<file path="src/rtl/proc_pkg.sv">
// Shared opcode, instruction-word and FSM definitions for the 8-bit core's
// instruction side.
package proc_pkg;

   localparam logic [3:0] OP_ROT = 4'b0000;
   localparam logic [3:0] OP_MVA = 4'b0001;
   localparam logic [3:0] OP_ADD = 4'b0010;
   localparam logic [3:0] OP_SUB = 4'b0011;
   localparam logic [3:0] OP_MUL = 4'b0100;
   localparam logic [3:0] OP_INR = 4'b0101;
   localparam logic [3:0] OP_DCR = 4'b0110;
   localparam logic [3:0] OP_ADI = 4'b0111;
   localparam logic [3:0] OP_HLT = 4'b1000;
   localparam logic [3:0] OP_SBI = 4'b1001;
   localparam logic [3:0] OP_REG = 4'b1010;
   localparam logic [3:0] OP_MOV = 4'b1011;
   localparam logic [3:0] OP_MVI = 4'b1100;
   localparam logic [3:0] OP_OR  = 4'b1101;
   localparam logic [3:0] OP_AND = 4'b1110;
   localparam logic [3:0] OP_XOR = 4'b1111;

   localparam int IW     = 18;
   localparam int OP_LSB = 14;
   localparam int RA_LSB = 11;
   localparam int RB_LSB = 8;

   // [17:14] op, [13:11] ra, [10:8] rb, [7:0] imm
   typedef struct packed {
      logic [3:0] op;
      logic [2:0] ra;
      logic [2:0] rb;
      logic [7:0] imm;
   } instr_t;

   typedef enum logic [1:0] {
      S_IDLE,
      S_FETCH,
      S_ISSUE,
      S_HALT
   } state_t;

endpackage

</file>
<file path="src/rtl/prog_mem.sv">
// Program store: one synchronous write port, one synchronous read port.
// A read of the address being written returns the new word.
module prog_mem #(
   parameter int DEPTH = 16,
   parameter int AW    = 4,
   parameter int W     = 18
) (
   input  logic          clk,
   input  logic          we,
   input  logic [AW-1:0] waddr,
   input  logic [W-1:0]  wdata,
   input  logic          re,
   input  logic [AW-1:0] raddr,
   output logic [W-1:0]  rdata
);

   logic [W-1:0] mem [DEPTH];

   always_ff @(posedge clk) begin
      if (we)
         mem[waddr] <= wdata;
      if (re)
         rdata <= (we && waddr == raddr) ? wdata : mem[raddr];
   end

endmodule

</file>
<file path="src/rtl/instr_issue_unit.sv">
// Fetches words from prog_mem in order and presents each to the core
// for its execution latency, with one bubble between instructions.
module instr_issue_unit
   import proc_pkg::*;
#(
   parameter int DEPTH   = 16,
   parameter int AW      = 4,
   parameter int LAT_ALU = 2,
   parameter int LAT_MUL = 3
) (
   input  logic          clk,
   input  logic          rst,
   input  logic          start,
   input  logic          stall,
   input  logic          prog_we,
   input  logic [AW-1:0] prog_addr,
   input  logic [IW-1:0] prog_data,
   output logic [3:0]    bit1,
   output logic [2:0]    bit2,
   output logic [2:0]    bit3,
   output logic [7:0]    bit4,
   output logic          issue_valid,
   output logic [AW-1:0] pc,
   output logic          halted,
   output logic          busy
);

   localparam int CW = 4;

   state_t        state;
   logic [CW-1:0] cnt;
   logic [IW-1:0] rdata;
   instr_t        word;
   logic          idle_like;
   logic          go_start;
   logic          go_next;
   logic          rd_en;
   logic [AW-1:0] rd_addr;
   logic          wr_en;

   function automatic logic [CW-1:0] lat_m1(input logic [3:0] op);
      logic [CW-1:0] r;
      r = '0;
      unique case (op)
         OP_MUL:
            r = CW'(LAT_MUL - 1);
         OP_ADD, OP_SUB, OP_INR, OP_DCR, OP_ADI, OP_SBI:
            r = CW'(LAT_ALU - 1);
         default:
            r = '0;
      endcase
      return r;
   endfunction

   // Read is launched on the edge that enters FETCH, so the word is
   // ready to be registered onto the outputs at the end of FETCH.
   always_comb begin
      idle_like = (state == S_IDLE) || (state == S_HALT);
      go_start  = idle_like && start && !stall;
      go_next   = (state == S_ISSUE) && (cnt == '0)
                  && (bit1 != OP_HLT) && !stall;
      rd_en     = go_start || go_next;
      rd_addr   = go_start ? '0 : pc + AW'(1);
      wr_en     = prog_we && idle_like;
      word      = instr_t'(rdata);
   end

   prog_mem #(
      .DEPTH (DEPTH),
      .AW    (AW),
      .W     (IW)
   ) u_mem (
      .clk   (clk),
      .we    (wr_en),
      .waddr (prog_addr),
      .wdata (prog_data),
      .re    (rd_en),
      .raddr (rd_addr),
      .rdata (rdata)
   );

   always_ff @(posedge clk or posedge rst) begin
      if (rst) begin
         state       <= S_IDLE;
         pc          <= '0;
         cnt         <= '0;
         bit1        <= OP_HLT;
         bit2        <= '0;
         bit3        <= '0;
         bit4        <= '0;
         issue_valid <= 1'b0;
         halted      <= 1'b0;
         busy        <= 1'b0;
      end else if (!stall) begin
         unique case (state)
            S_IDLE, S_HALT: begin
               if (start) begin
                  state  <= S_FETCH;
                  pc     <= '0;
                  halted <= 1'b0;
                  busy   <= 1'b1;
               end
            end
            S_FETCH: begin
               bit1        <= word.op;
               bit2        <= word.ra;
               bit3        <= word.rb;
               bit4        <= word.imm;
               issue_valid <= 1'b1;
               cnt         <= lat_m1(word.op);
               state       <= S_ISSUE;
            end
            S_ISSUE: begin
               if (cnt != '0) begin
                  cnt <= cnt - CW'(1);
               end else begin
                  issue_valid <= 1'b0;
                  bit1        <= OP_HLT;
                  bit2        <= '0;
                  bit3        <= '0;
                  bit4        <= '0;
                  // HLT has had its single presented cycle; park here
                  if (bit1 == OP_HLT) begin
                     state  <= S_HALT;
                     halted <= 1'b1;
                     busy   <= 1'b0;
                  end else begin
                     state <= S_FETCH;
                     pc    <= pc + AW'(1);
                  end
               end
            end
            default: state <= S_IDLE;
         endcase
      end
   end

endmodule

</file>
<file path="config.mk">
export PLATFORM = sky130hd
export DESIGN_NAME = instr_issue_unit
export DESIGN_NICKNAME = d
export VERILOG_FILES = /design/src/rtl/proc_pkg.sv /design/src/rtl/prog_mem.sv /design/src/rtl/instr_issue_unit.sv
export SDC_FILE = /design/constraint.sdc
export NUM_CORES = 1
export LEC_CHECK = 0
export CORE_ASPECT_RATIO = 1.1
export CORE_MARGIN = 3
export CORE_UTILIZATION = 40
export CTS_BUF_LIST = sky130_fd_sc_hd__clkbuf_8 sky130_fd_sc_hd__clkbuf_16
export CTS_CLUSTER_DIAMETER = 80
export DETAILED_ROUTE_END_ITERATION = 8
export GPL_ROUTABILITY_DRIVEN = 0
export PLACE_DENSITY = 0.59
export REMOVE_ABC_BUFFERS = 1
export SLEW_MARGIN = 20
export SYNTH_ARGS = -nofsm -noshare
export SYNTH_HDL_FRONTEND = slang
export SYNTH_SLANG_ARGS = --single-unit
</file>
<file path="constraint.sdc">
create_clock -name clk -period 4.75 [get_ports clk]
set_clock_uncertainty 0.2 [all_clocks]
set_input_delay 0.95 -clock clk [delete_from_list [all_inputs] [get_ports clk]]
set_output_delay 0.95 -clock clk [all_outputs]
set_load 0.01 [all_outputs]
</file>
==> results of run 1 <==
==> critical path, cell delays in order (launching register included) <==
cell and delay [ns]:
sky130_fd_sc_hd__dfrtp_4 0.47, sky130_fd_sc_hd__buf_4 0.53, sky130_fd_sc_hd__clkdlybuf4s50_1 0.66
==> logic make-up (layout without fill, tap and decap cells) <==
| logic type | count (synthesis) | after routing |
|---|---|---|
| simple gates | 190 | 190 |
| mux | 41 | 41 |
| xor+xnor | 5 | 5 |
| flops | 337 | 337 |
| compound gates | 328 | 328 |
| fa+ha+maj | 6 | 6 |
| buf+inv | 96 | 173 |
==> layout make-up <==
cell class | count | area, µm²
fill | 2991 | 18200
sequential | 337 | 9970
multi-input combinational | 570 | 3910
clock buffer | 38 | 928
timing repair buffer | 100 | 891
tap | 438 | 548
clock inverter | 25 | 160
inverter | 10 | 37.5
==> power by group through the flow <==
| stage | Clock [mW] | Sequential, mW | Combinational (mW) |
|---|---|---|---|
| floorplan | 0 | 3.85 | 1.84 |
| global placement | 0 | 3.73 | 2.98 |
| detailed placement | 0 | 3.73 | 3.00 |
| CTS | 2.66 | 3.67 | 3.02 |
| global route | 2.77 | 3.69 | 3.29 |
| finish | 2.59 | 3.67 | 3.02 |
==> layout by cell type (no fill, tap or decap), types with 3 or more instances in the layout <==
master	Yosys	layout
sky130_fd_sc_hd__nor3_2	0	4
sky130_fd_sc_hd__o221ai_1	3	3
sky130_fd_sc_hd__clkdlybuf4s50_1	0	51
sky130_fd_sc_hd__o2111ai_1	15	15
sky130_fd_sc_hd__nand2b_1	4	4
sky130_fd_sc_hd__a21o_1	4	4
sky130_fd_sc_hd__a22o_1	24	24
sky130_fd_sc_hd__buf_4	1	48
sky130_fd_sc_hd__nand3_1	20	20
sky130_fd_sc_hd__nor3_1	34	30
sky130_fd_sc_hd__a2bb2oi_1	14	14
sky130_fd_sc_hd__nand4_1	17	17
sky130_fd_sc_hd__mux2i_1	19	19
sky130_fd_sc_hd__nand2_1	52	52
sky130_fd_sc_hd__o21ai_0	90	90
sky130_fd_sc_hd__nor2b_1	3	3
sky130_fd_sc_hd__inv_1	9	12
sky130_fd_sc_hd__dfrtp_1	30	29
sky130_fd_sc_hd__clkinv_2	0	7
sky130_fd_sc_hd__or3_1	5	5
sky130_fd_sc_hd__a31oi_1	40	40
sky130_fd_sc_hd__edfxtp_1	306	306
sky130_fd_sc_hd__clkinv_1	0	8
sky130_fd_sc_hd__mux2_2	21	21
sky130_fd_sc_hd__o22a_1	14	14
sky130_fd_sc_hd__nor2_2	0	13
sky130_fd_sc_hd__a31oi_2	10	10
sky130_fd_sc_hd__o211ai_1	31	31
sky130_fd_sc_hd__nor2_1	24	11
sky130_fd_sc_hd__nor4_1	20	20
sky130_fd_sc_hd__ha_1	6	5
sky130_fd_sc_hd__clkbuf_16	0	36
sky130_fd_sc_hd__a21oi_1	43	43
sky130_fd_sc_hd__a22oi_1	17	17
==> final timing paths <==
| kind | endpoint | depth (start not counted) | slack [ns] |
|---|---|---|---|
| worst max register to register | u_mem.rdata[0] | 6 | 1.53 |
| worst min register to register | bit3[2] | 1 | 0.25 |
| min in group asynchronous | bit1[0] | 2 | 0.72 |
| max in group asynchronous | bit3[1] | 3 | 2.87 |
| worst min-delay path | bit3[2] | 1 | 0.25 |
| worst max-delay path | pc[0] | 2 | 1.38 |
==> through the flow <==
stage                      util  power (mW)  instances  TNS (ns)  cell area [µm²]
after CTS                 0.475        9.35       1518         0            16400
after global routing      0.475        9.76       1518         0            16400
after detailed placement  0.443        6.73       1455         0            15400
after global placement    0.443        6.71       1455         0            15400
final                     0.475        9.28       1518         0            16400
after floorplan               -        5.69        917    -31.12            13800
==> registers in the layout, summed over array words and instances (netlist names), 2 cells and up <==
signal and cells:
bit1 4, bit2 3, bit3 3, bit4 8, cnt 4, pc 4
state 2, u_mem.mem 288, u_mem.rdata 18
==> metal layers <==
| metal | global-route usage | wire (µm) | vias to the layer above |
|---|---|---|---|
| li1 | - | - | 4118 |
| met2 | 0.310 | 17600 | 350 |
| met4 | 0.0625 | 1130 | 0 |
| met5 | 0 | 0 | - |
| met1 | 0.280 | 16200 | 4576 |
| met3 | 0.0353 | 2520 | 69 |
==> results.toml, run 1 <==
[status]
status = "complete, no violations"

[floorplanning]
core.rowCount = 71
dieArea_um2 = 37800
core_um2 = 34600
floorplan.io_pins = 52
start_util = 0.410
die_width_um = 186
die_h_um = 204

[grt]
grt_max_degree = 97
grt_usage = 0.197
grt_pass1_vias = 8806
grt.overflow.total = 0
wire_length_of_the_first_global_routing_pass_um = 55800
grt_antenna_before_repair = 0

[timing]
timing.final.crit_share = 0.709
report.final.setup_viol = 0
timing.hold.ws_ns = 0.251
max_slew_margin = 0.275
final-hold-violation-count = 0
tightestPinTransition_ns = 1.09
period_minus_slack_ns = 3.37
fmax_mhz = 297
grt_setup_unrepaired = "false"
drv_slew = 0
fin_ws_ns = 1.38

[worst_hold_path]
hold_path.startpoint = "u_mem.rdata[10]"
hold_wc_path_type = "reg2reg"

[route]
routed_wire_length_per_instance_um = 24.6
starting_drc_count_in_detailed_routing = 938
drt_drc = 0
drt-vias-per-instance = 6.00
drt-total-wl_um = 37400
drtPass1Iterations = 5
detail-route-antenna-nets = 0
num_vias = 9113

[pwr]
p_seq_frac = 0.395
power_switching_mw = 3.11
combinationalPowerShare = 0.325
power_density_nw_per_um2 = 564
leakagePower_nw = 5.27
peak_vdd_ir_uv = 307
clock_group_share_of_total_power = 0.279
power.internal_mw = 6.17
power_switching_share = 0.335

[layout]
layout_cells_sized_above_1 = 0.156
fin_nets = 1087
layout-area-overhead-vs-synth_pct = 15.9
antenna_cells = 0

[synthesis]
synth_compound_area_frac = 0.159
yosysSeqAreaShare = 0.702
synth_area_leaders = "sky130_fd_sc_hd__edfxtp_1 (65%), sky130_fd_sc_hd__dfrtp_1 (5.3%), sky130_fd_sc_hd__o21ai_0 (3.2%)"
share_of_yosys_cell_area_claimed_by_the_top_area_cell_type = 0.647
ys_ff_latch = 337
synth_simple_gate_area_share = 0.0688
syn-cell-area_um2 = 14200
yosys-top-cells-count = "sky130_fd_sc_hd__edfxtp_1 (306), sky130_fd_sc_hd__o21ai_0 (90), sky130_fd_sc_hd__clkbuf_1 (57)"
syn_inst = 1003
yosys.cell_count.top_type = "sky130_fd_sc_hd__edfxtp_1"
synth.area.mux_share = 0.0316
synthArstFlopShare = 0.0920
yosysWarnings = 0
synth_top_family_by_area = "compound AO/OA/AOI/OAI gates"
number_of_flops_mapped_to_enable_cells_by_yosys = 306
synth_cell_type_count = 65
area_share_of_fa_ha_maj_cells_after_synthesis = 0.00529
synthXorXnorAreaFrac = 0.00361
synthFlopType = "sky130_fd_sc_hd__edfxtp_1"
postSynthAreaPerCell_um2 = 14.2
yosys.area.top_type = "sky130_fd_sc_hd__edfxtp_1"

[cts]
hold_buffers = 0
cts_htree_levels = 2
ctsRootBufferMaster = "sky130_fd_sc_hd__clkbuf_16"
post_cts.repair.setup_buffers = 0
cts_sinks = 337
cts_max_path_buffers = 3
tritoncts = "built"
worst_setup_hold_path_clk_slew_ns = 0.06
numCtsBuffers = 35
clock_latency_ns = 0.53
post_cts_resize_count = 0

[critical_path]
cp_data_required_time_ns = 3.60
critPathKind = "reg2out"
timing.critical_path.to_type = "output port"
worstSetupStartpoint = "pc[0]"
worstPathMaxFanout = 50
timing.critical_path.from_type = "register"
worst_ep_arrival_time_ns = 2.22
r2r-start = "pc[0]"

[place]
port_buffers = 51
place_hpwl_um = 21400
place_ws_ns = 0.930

[run]
drv_cap = 0
Note: power is estimated with default switching activity, not from simulation.
==> inputs of run 2 (changes only) <==
Settings changed: PLACE_DENSITY 0.59 to 0.61.
Clock period 4.75 ns to 2.9 ns, I/O delays scaled along.
==> run 2 against run 1 <==
  * First-iteration DRC count grew 17%
  * Die area is the same
  * Design area grew 4.1%
  * Utilization grew 2.0 points
  * Critical path depth grew 1
  * Via count grew 3.9%
  * Combinational power grew 85%
==> results.toml, run 2 (same netlist as run 1, synthesis figures left out) <==
[status]
status = "complete, no violations"

[route]
drt_drc = 0
route.top_layer_used = "met4"
detail-route-antenna-nets = 0
routed_wire_length_per_instance_um = 24.5
drtPass1Iterations = 5
starting_drc_count_in_detailed_routing = 1099
drt-vias-per-instance = 6.04
num_vias = 9468
route.met3.wl_um = 2370
route.met2.wl_um = 18600
drt-total-wl_um = 38300
wirelength_met1_um = 16400

[timing]
report.final.setup_viol = 0
period_minus_slack_ns = 2.79
drv_slew = 0
timing.final.crit_share = 0.962
fmax_mhz = 359
grt_setup_unrepaired = "false"
final-hold-violation-count = 0
tightestPinTransition_ns = 0.587
timing.setup.tns_ns = 0
max_slew_margin = 0.608

[floorplanning]
die_h_um = 204
dieArea_um2 = 37800
core_um2 = 34600
core.rowCount = 71
floorplan.io_pins = 52
die_width_um = 186
start_util = 0.410

[place]
place_hpwl_um = 23200
port_buffers = 51

[grt]
wire_length_of_the_first_global_routing_pass_um = 57700
grt_max_degree = 97
grt_antenna_before_repair = 0
grt_pass1_vias = 9103
grt_usage = 0.202
grt.overflow.total = 0

[pwr]
leakagePower_nw = 5.64
peak_vdd_ir_uv = 427
power_density_nw_per_um2 = 923

[layout]
regMostFlops = "u_mem.mem"
highest_count_cells_in_the_layout_ignoring_fill_and_taps = "sky130_fd_sc_hd__edfxtp_1 (306), sky130_fd_sc_hd__o21ai_0 (90), sky130_fd_sc_hd__buf_4 (78)"
final_core_utilization = 0.494
layout-area-overhead-vs-synth_pct = 20.6
fin_nets = 1139
largest_reg_flops = 288
reg_top3 = "u_mem.mem x288, u_mem.rdata x18, bit4 x8"
layout_cells_sized_above_1 = 0.192
antenna_cells = 0
final_common_cell = "sky130_fd_sc_hd__edfxtp_1"

[cts]
tritoncts = "built"
cts_htree_levels = 2
cts_max_path_buffers = 3
clock_latency_ns = 0.51
numCtsBuffers = 34
post_cts.repair.setup_buffers = 0
cts_sinks = 337
worst_setup_hold_path_clk_slew_ns = 0.06
hold_buffers = 0
ctsRootBufferMaster = "sky130_fd_sc_hd__clkbuf_16"

[critical_path]
slowest_stage_cell_on_the_critical_path = "sky130_fd_sc_hd__clkdlybuf4s50_1"
worst_ep_arrival_time_ns = 2.01
critPathKind = "reg2out"
critPathMaxStageDelay_ns = 0.57
path_cells = "buf_4 > buf_16 > clkdlybuf4s50_1"
cp_data_required_time_ns = 2.12
worstPathMaxFanout = 24
timing.critical_path.to_type = "output port"
timing.critical_path.from_type = "register"

[run]
drv_cap = 0

[worst_hold_path]
hold_wc_path_type = "in2async"
run 2: cell count changes in the layout (fill, tap and decap cells not counted), sizes merged:
| cell | previous run | this run |
|---|---|---|
| clkbuf | 38 | 36 |
| clkinvlp | 3 | 1 |
| bufinv | 1 | 3 |
| clkinv | 17 | 14 |
| bufbuf | 0 | 1 |
| inv | 14 | 17 |
| buf | 49 | 100 |
run 2: metrics by stage:
step | hold slack [ns] | area, µm² | setup slack (ns) | power [mW] | std cells
6_report | 0.271 | 17100 | 0.112 | 15.8 | 1568
5_1_grt | 0.291 | 17100 | 0.0495 | 16.6 | 1568
4_1_cts | 0.271 | 17100 | 0.0451 | 15.8 | 1566
3_5_place_dp | 0.261 | 16000 | -0.0355 | 11.5 | 1505
3_3_place_gp | 0.260 | 16000 | -0.0162 | 11.4 | 1505
2_1_floorplan | 0.243 | 13800 | -3.58 | 9.31 | 917
run 2: worst max-delay path, delay by kind of cell (launching register included):
family / cells / cell delay, ns
buffers and inverters: 3 / 1.07
DFF: 1 / 0.42
run 2: area by class of cell:
type                    count  area (µm²)
fillers                  2885       17500
flip-flops and latches    337        9970
multi-input cells         570        3910
repair buffers            153        1590
clock buffers              35         865
well taps                 438         548
clock inverters            25         204
inverters                  10        37.5
run 2: what timing repair did:
action,4_1_cts,5_1_grt
gates resized for setup,1,0
setup endpoints to repair,1,1
gates cloned,1,1
run 2: power by group:
part	leakage (nW)	internal [mW]	switching [mW]
Sequential	3.15	5.78	0.217
Clock	0.555	2.44	1.80
Combinational	1.94	2.32	3.27
Total	5.64	10.5	5.28
run 2: layer usage:
| metal | vias up | global-route usage |
|---|---|---|
| li1 | 4225 | - |
| met1 | 4781 | 0.287 |
| met2 | 394 | 0.332 |
| met3 | 68 | 0.0262 |
| met4 | 0 | 0.0532 |
| met5 | - | 0 |
run 2: path summary, 6_finish.rpt:
path                                from             end  slack, ns  cells after the start
worst max register to register  state[0]  u_mem.rdata[4]       0.17                      9
worst max-delay path               pc[0]           pc[0]       0.11                      3
worst min-delay path                 rst         bit2[1]       0.27                      3
max in group asynchronous            rst           pc[0]       1.87                      3
min in group clk                 bit1[3]         bit1[3]       0.27                      2
worst min register to register   bit1[3]         bit1[3]       0.27                      2
